`src/rtl/io_periph_dev.sv`:
```
// Host-side I/O peripheral: strobe synchronizers, write FSM with busy timer,
// 4-entry show-ahead output FIFO and a one-byte input register for host reads.
//
// state | meaning
// IDLE  | ready for a host write (SIPn low unless the FIFO is full)
// BUSY  | write accepted, busy_cnt counting down to 0
module io_periph_dev #(
  parameter logic [7:0] DEV_ADDR    = 8'hC0,
  parameter int         BUSY_CYCLES = 16
) (
  input  logic       io_clk,
  input  logic       init,
  input  logic [3:0] Y3n,
  input  logic [3:0] X3n,
  input  logic [3:0] Y2n,
  input  logic [3:0] X2n,
  input  logic       out_stb_n,
  input  logic       rd_stb_n,
  output logic [7:0] dev_out_data,
  output logic       dev_out_valid,
  input  logic       dev_out_ready,
  input  logic [7:0] dev_in_data,
  input  logic       dev_in_valid,
  output logic       dev_in_ready,
  output logic [3:0] VVb,
  output logic [3:0] VVa,
  output logic       SIPn,
  output logic       SIP_Vn,
  output logic       overrun
);

  typedef enum logic {IDLE = 1'b0, BUSY = 1'b1} state_t;

  logic [1:0] r_wr_sync;
  logic       r_wr_dly;
  logic [1:0] r_rd_sync;
  logic       r_rd_dly;

  state_t     r_state;
  state_t     w_state_nxt;
  logic [7:0] r_busy_cnt;
  logic [7:0] w_busy_cnt_nxt;

  logic [7:0] r_mem [4];
  logic [1:0] r_wptr;
  logic [1:0] r_rptr;
  logic [2:0] r_count;

  logic [7:0] r_in_data;
  logic       r_in_full;
  logic       r_overrun;

  logic w_wr_ev;
  logic w_rd_ev;
  logic w_addr_hit;
  logic w_wr_hit;
  logic w_rd_hit;
  logic w_full;
  logic w_push;
  logic w_drop;
  logic w_pop;
  logic w_in_load;

  // Strobes are async to io_clk; the delay flop turns the synced level into a falling-edge pulse.
  always_ff @(posedge io_clk or posedge init) begin
    if (init) begin
      r_wr_sync <= 2'b11;
      r_wr_dly  <= 1'b1;
      r_rd_sync <= 2'b11;
      r_rd_dly  <= 1'b1;
    end else begin
      r_wr_sync <= {r_wr_sync[0], out_stb_n};
      r_wr_dly  <= r_wr_sync[1];
      r_rd_sync <= {r_rd_sync[0], rd_stb_n};
      r_rd_dly  <= r_rd_sync[1];
    end
  end

  assign w_wr_ev    = r_wr_dly & ~r_wr_sync[1];
  assign w_rd_ev    = r_rd_dly & ~r_rd_sync[1];
  assign w_addr_hit = (~{Y3n, X3n}) == DEV_ADDR;
  assign w_wr_hit   = w_wr_ev & w_addr_hit;
  assign w_rd_hit   = w_rd_ev & w_addr_hit;

  // Fullness is taken before any same-cycle pop, so a write to a full FIFO is always dropped.
  assign w_full = (r_count == 3'd4);
  assign w_push = w_wr_hit & (r_state == IDLE) & ~w_full;
  assign w_drop = w_wr_hit & ((r_state == BUSY) | w_full);
  assign w_pop  = (r_count != 3'd0) & dev_out_ready;

  always_comb begin
    w_state_nxt    = r_state;
    w_busy_cnt_nxt = r_busy_cnt;
    case (r_state)
      IDLE: begin
        if (w_push) begin
          w_state_nxt    = BUSY;
          w_busy_cnt_nxt = 8'(BUSY_CYCLES - 1);
        end
      end
      BUSY: begin
        if (r_busy_cnt == 8'd0) begin
          w_state_nxt = IDLE;
        end else begin
          w_busy_cnt_nxt = r_busy_cnt - 8'd1;
        end
      end
      default: begin
        w_state_nxt    = IDLE;
        w_busy_cnt_nxt = 8'd0;
      end
    endcase
  end

  always_ff @(posedge io_clk or posedge init) begin
    if (init) begin
      r_state    <= IDLE;
      r_busy_cnt <= 8'd0;
      r_overrun  <= 1'b0;
    end else begin
      r_state    <= w_state_nxt;
      r_busy_cnt <= w_busy_cnt_nxt;
      if (w_drop) r_overrun <= 1'b1;
    end
  end

  always_ff @(posedge io_clk or posedge init) begin
    if (init) begin
      for (int i = 0; i < 4; i++) r_mem[i] <= 8'h00;
      r_wptr  <= 2'd0;
      r_rptr  <= 2'd0;
      r_count <= 3'd0;
    end else begin
      if (w_push) begin
        r_mem[r_wptr] <= ~{Y2n, X2n};
        r_wptr        <= r_wptr + 2'd1;
      end
      if (w_pop) r_rptr <= r_rptr + 2'd1;
      r_count <= r_count + {2'b00, w_push} - {2'b00, w_pop};
    end
  end

  // A device load takes priority over a host read clearing the register.
  assign w_in_load = dev_in_valid & ~r_in_full;

  always_ff @(posedge io_clk or posedge init) begin
    if (init) begin
      r_in_data <= 8'h00;
      r_in_full <= 1'b0;
    end else if (w_in_load) begin
      r_in_data <= dev_in_data;
      r_in_full <= 1'b1;
    end else if (w_rd_hit & r_in_full) begin
      r_in_data <= 8'h00;
      r_in_full <= 1'b0;
    end
  end

  assign dev_out_data  = r_mem[r_rptr];
  assign dev_out_valid = (r_count != 3'd0);
  assign dev_in_ready  = ~r_in_full;
  assign {VVb, VVa}    = r_in_full ? r_in_data : 8'h00;
  assign SIPn          = ~((r_state == IDLE) & ~w_full);
  assign SIP_Vn        = ~r_in_full;
  assign overrun       = r_overrun;

endmodule

```
`config.mk`:
```
export PLATFORM = sky130hd
export DESIGN_NAME = io_periph_dev
export DESIGN_NICKNAME = d
export VERILOG_FILES = /design/src/rtl/io_periph_dev.sv
export SDC_FILE = /design/constraint.sdc
export NUM_CORES = 1
export LEC_CHECK = 0
export ABC_AREA = 0
export ABC_CLOCK_PERIOD_IN_PS = 2700
export BUFFER_PORTS_ARGS = -buffer_cell sky130_fd_sc_hd__clkbuf_2
export CAP_MARGIN = 20
export CELL_PAD_IN_SITES_DETAIL_PLACEMENT = 0
export CELL_PAD_IN_SITES_GLOBAL_PLACEMENT = 1
export CORE_MARGIN = 3
export CORE_UTILIZATION = 39
export CTS_BUF_LIST = sky130_fd_sc_hd__clkbuf_4 sky130_fd_sc_hd__clkbuf_8 sky130_fd_sc_hd__clkbuf_16
export CTS_CLUSTER_SIZE = 25
export DETAILED_ROUTE_END_ITERATION = 8
export HOLD_SLACK_MARGIN = 0.06
export PLACE_DENSITY_LB_ADDON = 0.1
export SYNTH_ARGS = -nofsm -noshare
export SYNTH_HDL_FRONTEND = slang
export SYNTH_SLANG_ARGS = --single-unit
```
`constraint.sdc`:
```
create_clock -name io_clk -period 2.7 [get_ports io_clk]
set_clock_uncertainty 0.1 [all_clocks]
set_input_delay 0.27 -clock io_clk [delete_from_list [all_inputs] [get_ports io_clk]]
set_output_delay 0.27 -clock io_clk [all_outputs]
set_load 0.03 [all_outputs]
```
Word-level counts from Yosys, hierarchy flattened
Cells that the tools add are included.
{"block": "op_classes", "n_addsub": 5, "order_cmp": 3, "eq_ne": 4, "mux": 17, "bitwise": 22, "reduce_logical": 5}
{"cell": "$mux W8", "n": 8}
{"cell": "$bwmux W32", "n": 1}
{"cell": "$bmux W8 S2", "n": 1}
{"cell": "$demux W8 S2", "n": 1}
{"cell": "$not A8 Y8", "n": 2}
{"cell": "$pmux W8 S2", "n": 1}
{"cell": "$and A1 B1 Y1", "n": 11}
{"cell": "$eq A8 B8 Y1 const B", "n": 1}
{"cell": "$logic_not A8 Y1", "n": 1}
{"cell": "$sub A8 B1 Y8 const B", "n": 1}
{"cell": "$ge A3 B3 Y1 const B", "n": 2}
{"cell": "$not A1 Y1", "n": 6}
{"cell": "$not A2 Y3", "n": 2}
{"cell": "$add A2 B1 Y2 const B", "n": 2}
{"cell": "$mux W1", "n": 4}
{"cell": "$ne A2 B2 Y1 const B", "n": 2}
{"cell": "$add A3 B1 Y3", "n": 1}
{"cell": "$eq A3 B3 Y1 const B", "n": 1}
{"cell": "$lt A3 B1 Y1 const B", "n": 1}
{"cell": "$reduce_bool A3 Y1", "n": 1}
{"cell": "$sub A3 B1 Y3", "n": 1}
{"cell": "$pmux W1 S2", "n": 1}
{"cell": "$reduce_and A2 Y1", "n": 1}
{"cell": "$reduce_bool A2 Y1", "n": 1}
{"cell": "other kinds (2)", "n": 2}
{"block": "word_totals", "register_bits": 64, "inputBits": 30, "output_inout_bits": 21, "word_cells": 72}

Longest topological paths before layout
Gate-level depths: netlist of run 1.
{"block": "logic_depth", "depth_word": 7, "mapped_depth": 12, "ltp_nobuf": 10}

Worst setup path after synthesis of run 1
No wires, ideal clock.
{"block": "synth_path", "path_type": "register to register", "start": "register r_count[1]", "end": "register r_count[2]", "setup_time_ps": 125, "t_arrival_ps": 2409, "required_ps": 2475, "path_slack_ps": 67, "stages_incl_launch_ff": 13, "n_path_buf": 2, "period_less_slack_ps": 2633, "path_cell_list": "dfrtp_1 > or3b_1 > and4_1 > buf_2 > inv_2 > buf_2 > ha_1 > inv_1 > ha_1 > inv_1 > fa_1 > xnor2_1 > xnor2_1"}
{"block": "synth_via", "elab_chain_len": 5, "elab_cells_between_ends": 7, "classes_between": "add/sub (2); eq/ne (1); bitwise (3); reduce/logical (1)"}
{"element": "start, declared", "line": "47", "text": "logic [2:0] r_count;"}
{"element": "start signal, assigned", "line": "139", "text": "r_count <= r_count + {2'b00, w_push} - {2'b00, w_pop};"}
{"element": "$eq A3 B3 Y1", "line": "86", "text": "assign w_full = (r_count == 3'd4);"}
{"element": "$not A1 Y1", "line": "87", "text": "assign w_push = w_wr_hit & (r_state == IDLE) & ~w_full;"}
{"element": "$and A1 B1 Y1", "line": "87"}
{"element": "$add A3 B1 Y3", "line": "139"}
{"element": "$sub A3 B1 Y3 (*)", "line": "139"}
Mark *: on every way between the ends. The rest lies on a longest branch, timed or not.
A chain may end at the register's enable or synchronous reset.

Worst setup path in the final report of run 1
Ends and elaborated chain as after synthesis.

==> results of run 1 <==
## timing repair
action,4_1_cts,5_1_grt
endpoints found under the setup margin,0,1
endpoints found under the hold margin,51,0
hold buffers,15,0
gates resized for setup,0,1
buffers inserted,0,0
## per-stage QoR
step / util / worst slack, ps
after CTS: 0.522 / 183
after detailed placement: 0.464 / 186
final: 0.523 / 214
after floorplan: - / 66.9
after global routing: 0.523 / 21.9
after global placement: 0.464 / 227
## worst paths after layout
path / endpoint / slack, ps / cells past startpoint
min: r_mem[20]$_DFFE_PP0P_ / 70 / 2
min in group asynchronous: r_mem[22]$_DFFE_PP0P_ / 470 / 3
max: r_count[2]$_DFF_PP0_ / 210 / 10
max reg2reg: r_count[2]$_DFF_PP0_ / 210 / 10
min reg2reg: r_rd_sync[1]$_DFF_PP1_ / 250 / 0
max in group asynchronous: r_wr_dly$_DFF_PP1_ / 1330 / 4
## worst max-delay path: stages (launching register included)
cell,delay (ps)
dfrtp_1,430
or3b_1,380
and4_2,300
inv_2,70
ha_1,220
inv_1,60
ha_1,140
inv_1,50
fa_1,370
xnor2_1,180
xnor2_1,130
## layer usage
| layer | share of wire | GRT usage | vias to the layer above |
|---|---|---|---|
| met5 | 0 | 0 | - |
| met4 | 0.011 | 0.0565 | 0 |
| met3 | 0.055 | 0.0530 | 8 |
| met2 | 0.47 | 0.261 | 49 |
| met1 | 0.46 | 0.210 | 1042 |
| li1 | - | - | 1024 |
## synth_stat cells, types with 2 or more instances
library cell / number / area, sq um
a21oi_1: 2 / 10.0
a22o_1: 8 / 70.1
a31oi_1: 3 / 18.8
and2_1: 11 / 68.8
and4_1: 2 / 17.5
buf_1: 2 / 7.51
buf_2: 5 / 25.0
dfrtp_1: 58 / 1450
dfstp_2: 6 / 158
ha_1: 7 / 87.6
inv_1: 15 / 56.3
mux4_2: 8 / 180
nand2_1: 8 / 30.0
nand3_1: 4 / 20.0
nor2_1: 7 / 26.3
nor2b_1: 4 / 25.0
o21ai_0: 67 / 335
o41ai_1: 2 / 17.5
xnor2_1: 4 / 35.0
xor2_1: 3 / 26.3
## where the power goes
part	switching [mW]	internal, mW
logic	0.0779	0.0618
registers	0.00955	0.982
clock network	0.381	0.643
total	0.469	1.69
## cells by family after synthesis
logic type                 count (synthesis)  synth area share
AOI/OAI and AO/OA                         85             0.176
xor gates and xnor gates                   7            0.0215
adders and majority gates                  8            0.0377
buffers and inverters                     25            0.0364
DFF                                       64             0.564
muxes                                      9            0.0684
and+or+nand+nor                           47            0.0964
## layout make-up
| type | count | area (sq um) | area share |
|---|---|---|---|
| sequential | 64 | 1610 | 0.443 |
| multi-input combinational | 156 | 1140 | 0.315 |
| tap | 96 | 120 | 0.0331 |
| inverter | 16 | 60.1 | 0.0166 |
| clock inverter | 6 | 115 | 0.0317 |
| clock buffer | 10 | 138 | 0.0379 |
| timing repair buffer | 69 | 443 | 0.122 |
## flip-flops by register name (all words and copies together), names as in the netlist
name / cells
r_wr_sync: 2
r_rd_dly: 1
r_wptr: 2
r_busy_cnt: 8
r_count: 3
r_mem: 32
r_in_full: 1
r_rd_sync: 2
r_wr_dly: 1
overrun: 1
r_state: 1
r_in_data: 8
r_rptr: 2
==> results.ini, run 1 <==
[status]
status=finished, final reports clean

[floorplanning]
pin_count=51
die_x_um=91.6
dieArea_sq_mm=0.00838
die_height_um=91.6
core_sq_mm=0.00694
row_count=30
start_util=0.411

[hold_path]
hp-start=Y2n[0]
min_path_type=in2reg

[sta]
fmax_mhz=402
worst_pin_slew_ps=720
relSlewSlack=0.519
fin_hold_ws_ps=74.7
maxSlewViolCount=0
hold_viol=0
layout_min_cycle_time_ps=2490
fin_setup_tns_ps=0
finalCritPeriodShare=0.921
setup_viol_count_final=0
rsz0062_at_grt=false

[placement]
io_buffers=50
hpwl_mm=4.21
dp.cells=386
dpl_cell_area_sq_mm=0.00322
place_congestion=0.760

[clock_tree]
cts_tree=built
root_buffer=clkbuf_8
htree_levels=3
numCtsBuffers=9
numClockSinks=64
clk_pin_slew_ps=70
clockBufferDepth=2
clk_latency_ps=340

[route]
vias=2123
vias_per_cell=5.09
first_pass_iters=5
routed_wirelength_mm=6.36
ant_nets=0
drt_iter0_drc=104
drc=0
avgRoutedWirePerCell_um=15.2

[setup_path]
setup.worst_path.start_class=flip-flop
cp-end-kind=flip-flop
reg2reg_from=r_count[1]$_DFF_PP0_
crit_required_ps=2860
crit_fanout=7
cp-startpoint=r_count[1]$_DFF_PP0_
worstPathArrival_ps=2650
worstSetupPathType=reg2reg

[layout]
num_antenna_cells=0
layout_commonest_cell=o21ai_0
drive_above_1_share=0.296
design_area_sq_mm=0.00363
fin_nets=354
fin_cells=417
fillerInstances=629
mostFrequentLayoutCells=o21ai_0 (67), dfrtp_1 (58), clkbuf_2 (50), dlygate4sd3_1 (15), inv_1 (14)
area_delta_synth_final_pct=27.1

[global_routing]
antenna_found_initial=0
grt_pass1_wl_mm=10.6
grt_use_total=0.164
grt_max_degree=35
grt_overflow_total=0
first_global_vias=2184

[synth]
ys_ff_latch=64
synth_flop_cell=dfrtp_1
yosysSeqAreaShare=0.564
ys_types=39
avgSynthCellArea_sq_um=11.7
synth-edff-count=0
netlist_instances=245
syn_nets=283
yosysWarnings=0
netlist_area_sq_mm=0.00286
synth-async-reset-ratio=1.00

[power]
powerDensity_mw_per_mm2=594
irDropWorstVdd_mv=0.399
total_power_mw=2.16
power_leakage_nw=1.72

[job]
maxCapViolCount=0

No activity file was read; power rests on OpenSTA's default activity.
==> run 2, diff against run 1 <==
- CELL_PAD_IN_SITES_DETAIL_PLACEMENT: 0 -> default
- CELL_PAD_IN_SITES_GLOBAL_PLACEMENT: 1 -> default
- CORE_UTILIZATION: 39 -> 50
- PLACE_DENSITY: default -> 0.76
- PLACE_DENSITY_LB_ADDON: 0.1 -> default
==> run 2 against run 1 <==
Compared with the run above:
- sequential power about the same
- final cell count decreased by 6.2%
- die area shrank 21%
- critical path type unchanged
- sequential share of layout area up 0.23 points
- worst setup slack worse by 41 ps
- power grew 3.2%
==> results.ini, run 2 (synthesis gave the netlist of run 1 again) <==
[sta]
fmax_mhz=396  ; -1.6%
setup_viol_count_final=0  ; unchanged
worst_pin_slew_ps=719  ; -1.29 ps
layout_min_cycle_time_ps=2530  ; +41.4 ps
fin_setup_tns_ps=0  ; unchanged
fin_hold_ws_ps=76.2  ; +1.57 ps
finalCritPeriodShare=0.936  ; +0.0153
rsz0062_at_grt=false
hold_viol=0  ; unchanged
relSlewSlack=0.520  ; +0.000860
maxSlewViolCount=0  ; unchanged

[clock_tree]
clk_latency_ps=340  ; about the same
clk_pin_slew_ps=70  ; about the same
clockBufferDepth=2  ; unchanged
numCtsBuffers=9  ; unchanged
cts_setup_buffers=0  ; unchanged
numClockSinks=64  ; unchanged
htree_levels=3  ; unchanged
root_buffer=clkbuf_8
cts_tree=built

[placement]
hpwl_mm=4.07  ; -3.4%
place_congestion=0.795  ; +4.6%
io_buffers=50  ; unchanged

[route]
drc=0  ; unchanged
drt_iter0_drc=130  ; +25%
first_pass_iters=4  ; -1
vias_per_cell=5.59  ; +9.8%
ant_nets=0  ; unchanged
vias=2185  ; +2.9%
avgRoutedWirePerCell_um=15.9  ; +4.3%
routed_wirelength_mm=6.22  ; -2.2%

[floorplanning]
row_count=26  ; -13%
core_sq_mm=0.00530  ; -24%
pin_count=51  ; unchanged
die_height_um=81.6  ; -11%
die_x_um=81.6  ; -11%
start_util=0.538  ; +0.127
dieArea_sq_mm=0.00665  ; -21%

[layout]
num_antenna_cells=0  ; unchanged
largest_reg_flops=32  ; unchanged
fin_util=0.681  ; +0.158
regMostFlops=r_mem
mostFrequentLayoutCells=o21ai_0 (67), dfrtp_1 (58), clkbuf_2 (50), dlygate4sd3_1 (15), inv_1 (14)
fillerInstances=387  ; -38%
top_regs=r_mem (32), r_busy_cnt (8), r_in_data (8)
layout_commonest_cell=o21ai_0
area_delta_synth_final_pct=26.4
drive_above_1_share=0.293  ; -0.00312
fin_nets=354  ; unchanged

[setup_path]
worstSetupPathType=reg2reg
r2r_cells=10  ; unchanged
worstPathArrival_ps=2690  ; +40 ps
r2r_setup_slack_ps=170  ; -40 ps
reg2reg_from=r_wr_dly$_DFF_PP1_
crit_fanout=7  ; unchanged
r2r_end=r_count[2]$_DFF_PP0_
setup.worst_path.start_class=flip-flop
crit_required_ps=2860  ; about the same
cp-end-kind=flip-flop

[power]
irDropWorstVdd_mv=0.317  ; -21%
power_leakage_nw=1.72  ; +0.15%
total_power_mw=2.22  ; +3.2%
powerDensity_mw_per_mm2=616  ; +3.8%

[global_routing]
antenna_found_initial=0  ; unchanged
grt_pass1_wl_mm=10.7  ; +0.13%
grt_max_degree=35  ; unchanged
first_global_vias=2236  ; +2.4%
grt_use_total=0.217  ; +0.0525
grt_overflow_total=0  ; unchanged

[job]
maxCapViolCount=0  ; unchanged

[hold_path]
min_path_type=in2reg
holdPathEnd=r_in_data[5]$_DFFE_PP0P_
hp-start=dev_in_data[5]
min_delay_path_depth=2  ; unchanged

[status]
status=finished, final reports clean

-- run 2: stage by stage --
step | area (sq um) | instances | setup WS, ps
5_1_grt | 3610 | 391 | 31.9
3_5_place_dp | 3190 | 360 | 164
2_1_floorplan | 2860 | 245 | 66.9
3_3_place_gp | 3190 | 360 | 251
4_1_cts | 3610 | 391 | 163
6_report | 3610 | 391 | 172
-- run 2: report_power, final --
| part | internal, mW | switching (mW) | leakage, nW |
|---|---|---|---|
| sequential | 0.982 | 0.0108 | 0.816 |
| combinational | 0.0619 | 0.0785 | 0.779 |
| clock | 0.708 | 0.384 | 0.126 |
| total | 1.75 | 0.473 | 1.72 |
-- run 2: worst max-delay path by stage --
stage / startpoint / endpoint
floorplan: r_count[1]$_DFF_PP0_ / r_count[2]$_DFF_PP0_
global placement: Y3n[3] / r_count[2]$_DFF_PP0_
detailed placement: r_count[1]$_DFF_PP0_ / r_count[2]$_DFF_PP0_
CTS: r_wr_dly$_DFF_PP1_ / r_count[2]$_DFF_PP0_
global route: r_wr_dly$_DFF_PP1_ / r_count[2]$_DFF_PP0_
finish: r_wr_dly$_DFF_PP1_ / r_count[2]$_DFF_PP0_
-- run 2: worst max-delay path, stage by stage, from the launching register on --
cell and delay [ps]:
dfstp_2 530, nor3b_1 160, and4_1 380, inv_2 60
ha_1 290, inv_1 60, ha_1 130, inv_1 50
fa_1 370, xnor2_1 190, xnor2_1 140
-- run 2: repair_timing --
item | 4_1_cts | 5_1_grt
hold endpoints to repair | 50 | 0
gates resized for setup | 0 | 0
hold buffers | 15 | 0
-- run 2: area by class of cell --
class / count / area, sq um / area share
Clock inverter: 7 / 144 / 0.0399
Timing Repair Buffer: 69 / 443 / 0.123
Clock buffer: 9 / 124 / 0.0343
Sequential cell: 64 / 1610 / 0.446
Multi-Input combinational cell: 156 / 1140 / 0.316
Tap cell: 70 / 87.6 / 0.0243
Inverter: 16 / 60.1 / 0.0166
-- run 2: per-layer routing --
metal | vias to the layer above | wire (um) | GRT usage
li1 | 1019 | - | -
met1 | 1061 | 2550 | 0.282
met2 | 91 | 3100 | 0.355
met3 | 14 | 427 | 0.0329
met4 | 0 | 141 | 0.105
met5 | - | 0 | 0
